<file path="src/rtl/prog_updown_counter.sv">
// Modulo-N up/down counter with clock-enable prescaler, parallel load and terminal-count pulse.
// Optional build macro: PUC_SATURATE_EN (hold at the bounds instead of wrapping).
module prog_updown_counter #(
    parameter int WIDTH    = 4,
    parameter int MODULUS  = 10,
    parameter int PRESCALE = 4
) (
    input  logic             puc_clk,
    input  logic             puc_rst,
    input  logic             puc_en,
    input  logic             puc_dir,
    input  logic             puc_load,
    input  logic [WIDTH-1:0] puc_load_val,
    output logic [WIDTH-1:0] puc_q,
    output logic             puc_tick,
    output logic             puc_tc
);

    localparam int PW = (PRESCALE > 1) ? $clog2(PRESCALE) : 1;
    localparam logic [PW-1:0] PS_LAST = PW'(PRESCALE - 1);
    localparam logic [WIDTH:0] MOD_LAST = (WIDTH + 1)'(MODULUS - 1);

    logic [PW-1:0]    r_ps;
    logic [WIDTH-1:0] r_q;
    logic             r_tick;
    logic             r_tc;

    logic [WIDTH:0] w_q_ext;
    logic [WIDTH:0] w_load_ext;
    logic [WIDTH:0] w_load_q;
    logic [WIDTH:0] w_up;
    logic [WIDTH:0] w_dn;
    logic [WIDTH:0] w_step_q;
    logic [WIDTH:0] w_next;
    logic           w_at_top;
    logic           w_at_bot;
    logic           w_bound;
    logic           w_step;
    logic           w_unused_msb;

    // One spare bit keeps +1 at MODULUS == 2**WIDTH from overflowing
    always_comb begin
        w_q_ext    = {1'b0, r_q};
        w_load_ext = {1'b0, puc_load_val};
        w_load_q   = (w_load_ext > MOD_LAST) ? MOD_LAST : w_load_ext;
        w_at_top   = (w_q_ext == MOD_LAST);
        w_at_bot   = (r_q == '0);
        w_bound    = puc_dir ? w_at_top : w_at_bot;
        w_up       = w_q_ext + 1'b1;
        w_dn       = w_q_ext - 1'b1;
`ifdef PUC_SATURATE_EN
        w_step_q   = w_bound ? w_q_ext : (puc_dir ? w_up : w_dn);
`else
        if (puc_dir)
            w_step_q = w_at_top ? '0 : w_up;
        else
            w_step_q = w_at_bot ? MOD_LAST : w_dn;
`endif
        w_step     = puc_en && (r_ps == PS_LAST);
        w_next     = puc_load ? w_load_q : w_step_q;
    end

    assign w_unused_msb = w_next[WIDTH];

    always_ff @(posedge puc_clk or negedge puc_rst) begin
        if (!puc_rst) begin
            r_ps   <= '0;
            r_q    <= '0;
            r_tick <= 1'b0;
            r_tc   <= 1'b0;
        end else if (puc_load) begin
            r_ps   <= '0;
            r_q    <= w_next[WIDTH-1:0];
            r_tick <= 1'b0;
            r_tc   <= 1'b0;
        end else if (w_step) begin
            r_ps   <= '0;
            r_q    <= w_next[WIDTH-1:0];
            r_tick <= 1'b1;
            r_tc   <= w_bound;
        end else begin
            if (puc_en)
                r_ps <= r_ps + 1'b1;
            r_tick <= 1'b0;
            r_tc   <= 1'b0;
        end
    end

    assign puc_q    = r_q;
    assign puc_tick = r_tick;
    assign puc_tc   = r_tc;

endmodule

</file>
<file path="config.mk">
export PLATFORM = sky130hd
export DESIGN_NAME = prog_updown_counter
export DESIGN_NICKNAME = d
export VERILOG_FILES = /design/src/rtl/prog_updown_counter.sv
export SDC_FILE = /design/constraint.sdc
export NUM_CORES = 1
export LEC_CHECK = 0
export ABC_AREA = 1
export CELL_PAD_IN_SITES_DETAIL_PLACEMENT = 1
export CELL_PAD_IN_SITES_GLOBAL_PLACEMENT = 1
export CORE_ASPECT_RATIO = 0.9
export CORE_MARGIN = 2
export CORE_UTILIZATION = 30
export CTS_CLUSTER_SIZE = 8
export DETAILED_ROUTE_END_ITERATION = 8
export PLACE_DENSITY = 0.75
export SKIP_CTS_REPAIR_TIMING = 1
export SLEW_MARGIN = 20
export SYNTH_ARGS = -nofsm -noshare
export SYNTH_HDL_FRONTEND = slang
export SYNTH_SLANG_ARGS = --single-unit
export TNS_END_PERCENT = 1
</file>
<file path="constraint.sdc">
create_clock -name puc_clk -period 1.43 [get_ports puc_clk]
set_input_delay 0.2145 -clock puc_clk [delete_from_list [all_inputs] [get_ports puc_clk]]
set_output_delay 0.2145 -clock puc_clk [all_outputs]
set_load 0.005 [all_outputs]
</file>
==> results.sh, run 1 <==
export IMPL_outcome="finished clean"
export IMPL_startpoint_type="flip-flop"
export IMPL_fin_skew_ps=5.007
export IMPL_synth_edf_count=0
export IMPL_ys_ff_latch=8
export IMPL_drive_gt1_share_pct=16.49
export IMPL_yosysMostFrequentCell="nand2_1"
export IMPL_clock_latency_ps=260
export IMPL_dp_hpwl_um=1084
export IMPL_areaGrowthSynthToFinish_pct=46.42
export IMPL_initial_core_util_pct=31.11
export IMPL_crit_path_max_fanout=3
export IMPL_routed_wl_met3_um=60
export IMPL_power_total_mw=0.6560
export IMPL_synth_area_leader_cell="dfrtp_1"
export IMPL_post_route_period_util_pct=94.91
export IMPL_final_hold_viol_count=0
export IMPL_netlist_area_sq_um=506.7
export IMPL_max_freq_mhz=736.8
export IMPL_worst_pin_slew_ps=377.4
export IMPL_htree_levels=1
export IMPL_relSlewSlack_pct=74.76
export IMPL_die_y_um=42.99
export IMPL_clkTransAtPathRegs_ps=50
export IMPL_worst_setup_path_type="reg -> out"
export IMPL_slowest_stage="clkdlybuf4s50_1"
export IMPL_antenna_cells=0
export IMPL_maxCapViolations=0
export IMPL_seqCellArea_sq_um=205.2
export IMPL_fill_cells=223
export IMPL_ys_types=15
export IMPL_yosysSeqAreaShare_pct=39.51
export IMPL_final_nets=109
export IMPL_irDropWorstVdd_mv=0.7468
export IMPL_drt_pass1_iter_count=5
export IMPL_die_x_um=47.32
export IMPL_core_sq_um=1629
export IMPL_netlist_instances=76
export IMPL_cts_tree="built"
export IMPL_crit_family="buffers and inverters"
export IMPL_first_iter_violations=4
export IMPL_numCtsBuffers=3
export IMPL_p_per_area_nw_per_um2=884.2
export IMPL_synth_nets=86
export IMPL_grt_pass1_wl_um=2318
export IMPL_maxSlewViolCount=0
export IMPL_top_layer_used="met4"
export IMPL_grt_max_degree=9
export IMPL_dp_cells=116
export IMPL_num_io_pins=15
export IMPL_setup_viol=0
export IMPL_viasPerCell=4.479
export IMPL_ys_flop_type="dfrtp_1"
export IMPL_arrival_ps=1140
export IMPL_crit_chain="clkdlybuf4s50_1"
export IMPL_netlist_top_cells_count="nand2_1, inv_1, dfrtp_1, nor2_1, nand3_1"
export IMPL_root_buffer="clkbuf_4"
export IMPL_met1_length_um=623
export IMPL_wirelength_um=1348
export IMPL_synth_top_area_share_pct=39.51
export IMPL_wire_per_inst_um=11.14
export IMPL_antenna_found_initial=0
export IMPL_path_buf_inv=1
export IMPL_io_buffers=14
export IMPL_vias=542
export IMPL_track_usage_pct=16.69
export IMPL_hold_class="in -> async"
export IMPL_cts_sinks=8
export IMPL_worstPathRequired_ps=1220
export IMPL_instances_no_fill=121
export IMPL_syn_avg_cell_area_sq_um=6.668
export IMPL_route_detailed_drc=0
export IMPL_async_reset_ff_share_pct=100.0
export IMPL_final_antenna_net_count=0
export IMPL_dieArea_sq_um=2034
export IMPL_rows=14
export IMPL_synthTopCellsByArea="dfrtp_1, nand2_1, inv_1"
export IMPL_end_kind="output port"
export IMPL_clockBufferDepth=2
export IMPL_grt_pass1_vias=539
export IMPL_rsz0062_at_grt="no"
export IMPL_grt_ovfl_total=0
export IMPL_gp_congestion=0.7289
export IMPL_worst_path_largest_cell_delay_ps=510
export IMPL_fin_crit_ps=1357
export IMPL_multi_input_area_sq_um=261.5
export IMPL_leakagePower_nw=0.3932
export IMPL_synth_warnings=0
export IMPL_wl_met2_um=643
-- layout make-up --
cell class / instances / area share [%]
tap: 24 / 4.047
timing repair buffer: 18 / 23.95
sequential: 8 / 27.66
multi-input combinational: 56 / 35.24
inverter: 12 / 6.071
clock buffer: 3 / 3.035
-- report_power, final --
group,switching (mW),internal [mW],total (mW)
sequential,0.0263,0.250,0.276
combinational,0.105,0.102,0.206
clock,0.0775,0.0961,0.174
total,0.208,0.448,0.656
-- through the flow --
stage / area [sq um] / setup TNS, ps / hold WS [ps] / util (%) / setup WS, ps
after global routing: 742.0 / 0 / 258.5 / 45.55 / 40.54
after detailed placement: 691.9 / 0 / 520.4 / 42.47 / 47.34
after global placement: 691.9 / 0 / 522.9 / 42.47 / 90.33
after CTS: 714.4 / -196.5 / 243.6 / 43.86 / -67.33
final: 742.0 / 0 / 240.0 / 45.55 / 72.74
after floorplan: 506.7 / 0 / -81.09 / - / 378.1
-- logic make-up (layout without fill, tap and decap cells) --
| group | count (synthesis) | count (layout) | share of synthesized area, % |
|---|---|---|---|
| flops | 8 | 8 | 39.51 |
| buf+inv | 12 | 33 | 8.890 |
| xor+xnor | 2 | 2 | 3.457 |
| simple gates | 44 | 44 | 36.30 |
| compound gates | 9 | 9 | 9.384 |
| fa+ha+maj | 1 | 1 | 2.469 |
-- final timing paths --
| check | start | endpoint | slack [ps] | depth (start not counted) |
|---|---|---|---|---|
| max | puc_q[2] | puc_q[2] | 70 | 1 |
| min | puc_rst | r_ps[0] | 240 | 1 |
| max reg2reg | puc_q[2] | puc_q[3] | 190 | 9 |
| min reg2reg | r_ps[0] | r_ps[0] | 570 | 2 |
| max in group asynchronous | puc_rst | puc_q[3] | 890 | 1 |
| min in group puc_clk | r_ps[0] | r_ps[0] | 570 | 2 |
-- cell usage in the layout, fill, tap and decap left out, drive strengths merged --
| cell type | synthesis | layout |
|---|---|---|
| nand2 | 26 | 26 |
| inv | 12 | 12 |
| clkdlybuf4s50 | 0 | 11 |
| nor2 | 10 | 10 |
| dfrtp | 8 | 8 |
| nand3 | 6 | 6 |
| a21oi | 4 | 4 |
| o21ai | 4 | 4 |
| buf | 0 | 4 |
| clkbuf | 0 | 3 |
| dlymetal6s2s | 0 | 3 |
| nor3 | 1 | 1 |
| xor2 | 1 | 1 |
| nand4 | 1 | 1 |
| o211ai | 1 | 1 |
| xnor2 | 1 | 1 |
| ha | 1 | 1 |
-- sequential cells by signal, indices dropped and copies added (netlist names) --
signal    count
r_ps          2
puc_tc        1
puc_q         4
puc_tick      1
-- layer usage --
layer  vias to the layer above  GRT usage [%]
met3                         2          6.383
met1                       245          21.15
met2                        13          24.86
met4                         0          6.667
met5                         -              0
li1                        282              -
Power figures use the tool's default switching activity.
==> inputs of run 2 (changes only) <==
--- a/config.mk
+++ b/config.mk
@@ -10,12 +10,12 @@
 export CELL_PAD_IN_SITES_GLOBAL_PLACEMENT = 1
 export CORE_ASPECT_RATIO = 0.9
 export CORE_MARGIN = 2
-export CORE_UTILIZATION = 30
-export CTS_CLUSTER_SIZE = 8
+export CORE_UTILIZATION = 32
+export CTS_BUF_LIST = sky130_fd_sc_hd__clkbuf_2 sky130_fd_sc_hd__clkbuf_4 sky130_fd_sc_hd__clkbuf_8
 export DETAILED_ROUTE_END_ITERATION = 8
-export PLACE_DENSITY = 0.75
+export PLACE_DENSITY = 0.79
 export SKIP_CTS_REPAIR_TIMING = 1
-export SLEW_MARGIN = 20
+export SLEW_MARGIN = 25
 export SYNTH_ARGS = -nofsm -noshare
 export SYNTH_HDL_FRONTEND = slang
 export SYNTH_SLANG_ARGS = --single-unit
==> results.sh, run 2 (synthesis results as in run 1) <==
export IMPL_viasPerCell=4.938
export IMPL_worst_path_largest_cell_delay_ps=500
export IMPL_dp_hpwl_um=1122
export IMPL_worstPathRequired_ps=1220
export IMPL_grt_max_degree=9
export IMPL_fill_cells=187
export IMPL_pwr_share_seq_pct=41.9
export IMPL_dieArea_sq_um=1918
export IMPL_final_hold_viol_count=0
export IMPL_gp_congestion=0.7764
export IMPL_crit_family="buffers and inverters"
export IMPL_wirelength_um=1392
export IMPL_num_io_pins=15
export IMPL_clkTransAtPathRegs_ps=50
export IMPL_max_freq_mhz=751.0
export IMPL_rows=13
export IMPL_p_sw_share_pct=31.51
export IMPL_antenna_cells=0
export IMPL_fin_util_pct=50.43
export IMPL_final_common_cell="nand2_1"
export IMPL_arrival_ps=1120
export IMPL_grt_pass1_wl_um=2221
export IMPL_worst_pin_slew_ps=366.8
export IMPL_die_x_um=45.95
export IMPL_fin_crit_ps=1332
export IMPL_clkPwrFrac_pct=25.2
export IMPL_route_detailed_drc=0
export IMPL_track_usage_pct=15.78
export IMPL_antenna_found_initial=0
export IMPL_relSlewSlack_pct=75.47
export IMPL_maxSlewViolCount=0
export IMPL_grt_pass1_vias=521
export IMPL_drt_pass1_iter_count=4
export IMPL_setup_viol=0
export IMPL_outcome="finished clean"
export IMPL_crit_path_max_fanout=4
export IMPL_path_buf_inv=1
export IMPL_final_nets=110
export IMPL_grt_ovfl_total=0
export IMPL_end_kind="output port"
export IMPL_pwr_share_comb_pct=32.9
export IMPL_irDropWorstVdd_mv=0.5879
export IMPL_setup_tns_ps=0
export IMPL_final_cell_mix="nand2_1, clkdlybuf4s50_1, inv_1"
export IMPL_root_buffer="clkbuf_4"
export IMPL_seqCellArea_sq_um=205.2
export IMPL_cts_sinks=8
export IMPL_worst_setup_path_type="reg -> out"
export IMPL_maxCapViolations=0
export IMPL_largest_reg_flops=4
export IMPL_vias=558
export IMPL_p_per_area_nw_per_um2=894.4
export IMPL_cts_tree="built"
export IMPL_initial_core_util_pct=34.62
export IMPL_rsz0062_at_grt="no"
export IMPL_final_antenna_net_count=0
export IMPL_startpoint_type="flip-flop"
export IMPL_fin_skew_ps=5.826
export IMPL_clockBufferDepth=2
export IMPL_core_sq_um=1464
export IMPL_switching_power_mw=0.2081
export IMPL_leakagePower_nw=0.4000
export IMPL_io_buffers=14
export IMPL_crit_chain="clkdlybuf4s50_1"
export IMPL_first_iter_violations=5
export IMPL_wire_per_inst_um=12.32
export IMPL_clock_latency_ps=250
export IMPL_htree_levels=1
export IMPL_slowest_stage="clkdlybuf4s50_1"
export IMPL_numCtsBuffers=3
export IMPL_post_route_period_util_pct=93.11
export IMPL_hold_class="in -> async"
export IMPL_areaGrowthSynthToFinish_pct=45.68
export IMPL_die_y_um=41.75
export IMPL_p_int_mw=0.4522
export IMPL_drive_gt1_share_pct=17.35
export IMPL_multi_input_area_sq_um=261.5
==> run 2: per-stage QoR <==
step / hold slack (ps) / total power, mW / setup slack [ps] / instances / cell area (sq um)
after floorplan: -81.09 / 0.3777 / 378.1 / 76 / 506.7
after global placement: 525.1 / 0.4684 / 77.12 / 106 / 673.1
after detailed placement: 516.8 / 0.4767 / 32.92 / 106 / 673.1
after CTS: 249.6 / 0.6481 / -59.09 / 109 / 695.7
after global routing: 252.2 / 0.7123 / 62.56 / 113 / 738.2
final: 244.7 / 0.6603 / 98.47 / 113 / 738.2
==> run 2: power groups by stage <==
stage / logic (mW) / registers, mW / clock network (mW)
3_3_place_gp: 0.187 / 0.281 / 0
2_1_floorplan: 0.102 / 0.275 / 0
5_1_grt: 0.244 / 0.280 / 0.189
6_report: 0.217 / 0.277 / 0.166
3_5_place_dp: 0.195 / 0.282 / 0
4_1_cts: 0.196 / 0.278 / 0.173
==> run 2: cell type report <==
class                           instances  share of cell area [%]
Clock buffer                            3                   3.051
Inverter                               12                   6.102
Multi-Input combinational cell         56                   35.42
Sequential cell                         8                   27.80
Tap cell                               15                   2.542
Timing Repair Buffer                   19                   25.08
==> run 2: layer usage <==
layer	GRT usage, %	wire, um	up-vias	share of wire [%]
li1	-	-	286	-
met1	20.42	666	257	48
met2	25.00	672	15	48
met3	6.522	53	0	3.8
met4	1.714	0	0	0
met5	0	0	-	0
==> run 2: worst paths after layout <==
path	startpoint	end	slack [ps]	depth (start not counted)
setup reg to reg	puc_q[1]	puc_q[2]	220	7
hold reg to reg	r_ps[0]	r_ps[0]	600	2
hold / removal	puc_rst	r_ps[0]	240	1
setup / recovery	puc_q[3]	puc_q[3]	100	1
min in group puc_clk	r_ps[0]	r_ps[0]	600	2
max in group asynchronous	puc_rst	puc_q[3]	890	1
